## src/rtl/axil_read_master.sv

```systemverilog
// rtl/axil_read_master.sv - AXI4-Lite read master with in-flight tracking, registered response and sticky timeout
module axil_read_master #(
  parameter int ADDR_WIDTH      = 32,
  parameter int DATA_WIDTH      = 32,
  parameter int MAX_OUTSTANDING = 4,
  parameter int TIMEOUT_CYCLES  = 256
) (
  input  logic                                     ACLK,
  input  logic                                     ARESETn,
  input  logic                                     req_valid,
  output logic                                     req_ready,
  input  logic [ADDR_WIDTH-1:0]                    req_addr,
  input  logic [2:0]                               req_prot,
  output logic                                     ARVALID,
  input  logic                                     ARREADY,
  output logic [ADDR_WIDTH-1:0]                    ARADDR,
  output logic [2:0]                               ARPROT,
  input  logic                                     RVALID,
  output logic                                     RREADY,
  input  logic [DATA_WIDTH-1:0]                    RDATA,
  input  logic [1:0]                               RRESP,
  output logic                                     rsp_valid,
  input  logic                                     rsp_ready,
  output logic [DATA_WIDTH-1:0]                    rsp_data,
  output logic                                     rsp_err,
  output logic [$clog2(MAX_OUTSTANDING+1)-1:0]     outstanding,
  output logic                                     timeout
);

  localparam int OW = $clog2(MAX_OUTSTANDING + 1);
  // One extra bit so outstanding plus a pending AR cannot wrap in the compare.
  localparam int CW = OW + 1;
  localparam logic [CW-1:0] MAX_OUT = CW'(MAX_OUTSTANDING);
  // A zero timeout disables the timer; keep at least one bit so the vector is legal.
  localparam int TW = (TIMEOUT_CYCLES > 0) ? $clog2(TIMEOUT_CYCLES + 1) : 1;
  localparam logic [TW-1:0] TMAX = TW'(TIMEOUT_CYCLES);

  logic          req_hs;
  logic          ar_hs;
  logic          r_hs;
  logic          rsp_hs;
  logic [CW-1:0] committed;
  logic [TW-1:0] timer_q;
  logic [TW-1:0] timer_d;
  logic          timeout_d;
  logic          unused_rresp0;

  // Only the upper RRESP bit distinguishes error responses from OKAY/EXOKAY.
  assign unused_rresp0 = RRESP[0];

  assign req_hs = req_valid && req_ready;
  assign ar_hs  = ARVALID && ARREADY;
  assign r_hs   = RVALID && RREADY;
  assign rsp_hs = rsp_valid && rsp_ready;

  // A queued-but-unissued AR already claims an in-flight slot.
  assign committed = {1'b0, outstanding} + CW'(ARVALID);
  assign req_ready = (!ARVALID || ARREADY) && (committed < MAX_OUT);

  // Never accept read data unless a read is in flight and the response slot can take it.
  assign RREADY = (outstanding != '0) && (!rsp_valid || rsp_ready);

  // AR output register: load on request, drop valid once issued, hold while stalled.
  always_ff @(posedge ACLK) begin
    if (!ARESETn) begin
      ARVALID <= 1'b0;
      ARADDR  <= '0;
      ARPROT  <= '0;
    end else if (req_hs) begin
      ARVALID <= 1'b1;
      ARADDR  <= req_addr;
      ARPROT  <= req_prot;
    end else if (ar_hs) begin
      ARVALID <= 1'b0;
    end
  end

  // In-flight count: AR handshakes minus R handshakes.
  always_ff @(posedge ACLK) begin
    if (!ARESETn) begin
      outstanding <= '0;
    end else begin
      case ({ar_hs, r_hs})
        2'b10:   outstanding <= outstanding + 1'b1;
        2'b01:   outstanding <= outstanding - 1'b1;
        default: outstanding <= outstanding;
      endcase
    end
  end

  // Response register: captures R beats in issue order, holds under backpressure.
  always_ff @(posedge ACLK) begin
    if (!ARESETn) begin
      rsp_valid <= 1'b0;
      rsp_data  <= '0;
      rsp_err   <= 1'b0;
    end else if (r_hs) begin
      rsp_valid <= 1'b1;
      rsp_data  <= RDATA;
      rsp_err   <= RRESP[1];
    end else if (rsp_hs) begin
      rsp_valid <= 1'b0;
    end
  end

  // Idle timer: saturating count of cycles with reads pending and no data returning.
  always_comb begin
    timer_d   = timer_q;
    timeout_d = timeout;
    if (TIMEOUT_CYCLES == 0) begin
      timer_d = '0;
    end else if (r_hs || (outstanding == '0)) begin
      timer_d = '0;
    end else if (timer_q != TMAX) begin
      timer_d = timer_q + 1'b1;
    end
    if ((TIMEOUT_CYCLES != 0) && (timer_d == TMAX)) begin
      timeout_d = 1'b1;
    end
  end

  // Timer and sticky flag state; only reset clears the flag.
  always_ff @(posedge ACLK) begin
    if (!ARESETn) begin
      timer_q <= '0;
      timeout <= 1'b0;
    end else begin
      timer_q <= timer_d;
      timeout <= timeout_d;
    end
  end

endmodule
```

## config.mk

```make
export PLATFORM = sky130hd
export DESIGN_NAME = axil_read_master
export DESIGN_NICKNAME = d
export VERILOG_FILES = /design/src/rtl/axil_read_master.sv
export SDC_FILE = /design/constraint.sdc
export NUM_CORES = 1
export LEC_CHECK = 0
export CAP_MARGIN = 40
export CORE_MARGIN = 2
export CORE_UTILIZATION = 47
export CTS_BUF_LIST = sky130_fd_sc_hd__clkbuf_2
export DETAILED_ROUTE_END_ITERATION = 16
export PLACE_DENSITY = 0.95
export SLEW_MARGIN = 20
export SYNTH_ARGS = -nofsm -noshare
export SYNTH_HDL_FRONTEND = slang
export SYNTH_SLANG_ARGS = --single-unit
```

## constraint.sdc

```tcl
create_clock -name ACLK -period 7.4 [get_ports ACLK]
set_clock_uncertainty 0.1 [all_clocks]
set_input_delay 2.22 -clock ACLK [delete_from_list [all_inputs] [get_ports ACLK]]
set_output_delay 2.22 -clock ACLK [all_outputs]
set_load 0.01 [all_outputs]
```

==> qor.csv <==
stage,metric,value,unit
synthesis,netlist_area,0.00340,sq mm
synthesis,synth_warnings,0,
cts,clk_path_buf_depth,2,
drt,routed_via_density,4.93,
drt,first_iter_violations,81,
cts,cts_hold_buf,0,
worst_setup_path,crit_chain,"clkdlybuf4s50_1, a21boi_1, nor2_1, nor2_1, clkdlybuf4s50_1",
place,placed_cell_area,0.00493,sq mm
die,die_y,89.1,microns
finish,fillers,551,
cts,cts-root-buf,clkbuf_2,
sta,tightest_slew,706,ps
cts,cts_buffers,9,
synthesis,avgSynthCellArea,8.62,sq um
die,dieWidth,89.1,microns
cts,cts_tree,built,
power_and_ir_drop,power,1160,uW
sta,setup_viol,0,
flow_run,maxCapViolations,0,
synthesis,synth_flop_cell,dfxtp_1,
sta,min_period,6060,ps
run_status,status,"finished, final reports clean",
finish,antenna_cells,0,
finish,drive_gt1_frac,0.0595,
die,num_rows,31,
cts,numClockSinks,83,
synthesis,synth_nets,474,
finish,fin_nets,613,
synthesis,synth_seq_cells,83,
sta,drv_slew,0,
drt,num_vias,3138,
worst_setup_path,end_kind,output pin,
cts,post_cts_buffers,0,
synthesis,netlist-cell-type-count,42,
synthesis,syn_inst,395,
sta,max_clock_freq,0.165,GHz
worst_setup_path,crit_family,buffers and inverters,
worst_setup_path,required,5080,ps
worst_setup_path,slowest_delay,570,ps
grt,grt_max_degree,49,
sta,hold_violations,0,
grt,antenna_found_initial,0,
drt,wl,8690,microns
synthesis,yosys.cell_count.top_type,nand2_1,
sta,fin_ws,1340,ps
worst_setup_path,startpoint_type,input pin,
cts,insertion_delay,490,ps
die,dieArea,0.00794,sq mm
synthesis,async_flop_share,0,
grt,grt_pass1_vias,3098,
place,port_buffers,149,
drt,ant_nets,0,
hold_path,min_path_type,flip-flop to flip-flop,
sta,whs,363,ps
place,gp_congestion,0.851,
synthesis,synth-seq-area-share,0.488,
die,start_util,0.477,
synthesis,yosysTopAreaCellShare,0.488,
die,io_pins,151,
worst_setup_path,slowest_stage,clkdlybuf4s50_1,
cts,clk_pin_slew,190,ps
sta,rsz0062_at_grt,false,
sta,maxSlewHeadroom,0.528,
synthesis,synth_area_leaders,"dfxtp_1 (49%), nand2_1 (16%), a21boi_1 (16%), xnor2_1 (1.5%), buf_2 (1.3%)",
finish,final_area,0.00501,sq mm
worst_setup_path,arrival,3740,ps
worst_setup_path,crit_buf_inv,2,
sta,fin_crit_sh,0.818,
synthesis,yosys-top-cells-count,"nand2_1 (143), dfxtp_1 (83), a21boi_1 (71), clkbuf_1 (11), nor2_1 (10)",
drt,firstDrtPassIters,4,
power_and_ir_drop,vdd_drop_max,0.132,mV
grt,grt.overflow.total,0,
worst_setup_path,critPathKind,input pin to output pin,
place,hpwlAfterDp,6470,microns
drt,wl_per_cell,13.6,microns
place,pre_cts_slack,1330,ps
grt,track_usage,0.221,
power_and_ir_drop,p_leak,0.00181,uW
power_and_ir_drop,p_per_area,231,mW/mm^2
die,core_area,0.00714,sq mm
sta,fin_tns_setup,0,ps
drt,drc_errors,0,
cts,h-tree-depth,3,
synthesis,synth_enable_flop_cells,0,
cts,cts.repair.resized,0,
finish,areaGrowthSynthToFinish,47.2,%
grt,grt_pass1_wl,13700,microns
worst_setup_path,critPathMaxFanout,3,
synthesis,yosys.area.top_type,dfxtp_1,
-- per-layer routing --
metal  GRT usage  routed length [microns]  up-vias
met3      0.0905                      813        8
met1       0.241                     3420     1454
met5           0                        0        -
met2       0.381                     4340      111
li1            -                        -     1565
met4      0.0882                      107        0
-- power breakdown --
group	switching, uW	internal, uW	leakage (uW)	total (uW)
Sequential	38.7	510	0.000677	548
Clock	147	42.8	0.0000575	190
Combinational	206	214	0.00107	421
Total	392	767	0.00181	1160
-- cells by family (layout without fill, tap and decap cells) --
group,count (synthesis),in the layout,share of synthesized area
buffers and inverters,32,175,0.0463
and+or+nand+nor,178,178,0.224
DFF,83,83,0.488
muxes,1,1,0.00441
xor gates and xnor gates,10,10,0.0257
adders and majority gates,4,4,0.0169
AOI/OAI and AO/OA,87,87,0.195
-- worst register-to-register path, stage by stage, from the launching register on --
cell	delay, ps
dfxtp_1	470
or3_1	200
nand3_2	570
inv_2	720
ha_1	290
inv_1	60
fa_1	370
xor2_1	170
or3_1	300
a21boi_1	160
-- state kept, by name, indices dropped and copies added, names as in the netlist --
signal       flops
ARPROT           3
timeout          1
ARADDR          32
rsp_err          1
rsp_valid        1
timer_q          9
outstanding      3
rsp_data        32
ARVALID          1
-- area by class of cell --
cell class | count | area (sq um) | share of cell area
sequential | 83 | 1660 | 0.332
multi-input combinational | 280 | 1580 | 0.316
inverter | 8 | 30.0 | 0.00599
clock buffer | 10 | 50.0 | 0.00999
timing repair buffer | 152 | 1530 | 0.305
clock inverter | 5 | 31.3 | 0.00624
tap | 99 | 124 | 0.0247
-- through the flow --
step / util / std cells
2_1_floorplan: - / 395
3_3_place_gp: 0.686 / 620
3_5_place_dp: 0.691 / 622
4_1_cts: 0.702 / 637
5_1_grt: 0.702 / 637
6_report: 0.702 / 637
-- layout by cell type, fill, tap and decap left out, types with 2 or more instances in the layout --
| cell | instances |
|---|---|
| nor2_1 | 10 |
| or3_1 | 2 |
| inv_1 | 6 |
| nand2_1 | 143 |
| nand2b_1 | 3 |
| dfxtp_1 | 83 |
| xnor2_1 | 6 |
| clkbuf_2 | 10 |
| clkinv_2 | 3 |
| clkdlybuf4s50_1 | 148 |
| inv_2 | 2 |
| nand3_1 | 2 |
| xor2_1 | 4 |
| a21boi_1 | 71 |
| ha_1 | 3 |
| a21oi_1 | 3 |
| nand4_1 | 2 |
| and2_1 | 4 |
| nor3_1 | 2 |
| o21ai_0 | 2 |
| nor4b_2 | 2 |
| nand3_2 | 2 |
-- final timing paths --
path / slack, ps / depth (start not counted) / end / start
setup / recovery: 1340 / 5 / req_ready / ARREADY
hold reg to reg: 360 / 2 / rsp_data[18] / rsp_data[18]
setup reg to reg: 3930 / 9 / outstanding[2] / outstanding[0]
hold / removal: 360 / 2 / rsp_data[18] / rsp_data[18]
No activity file was read; power rests on OpenSTA's default activity.
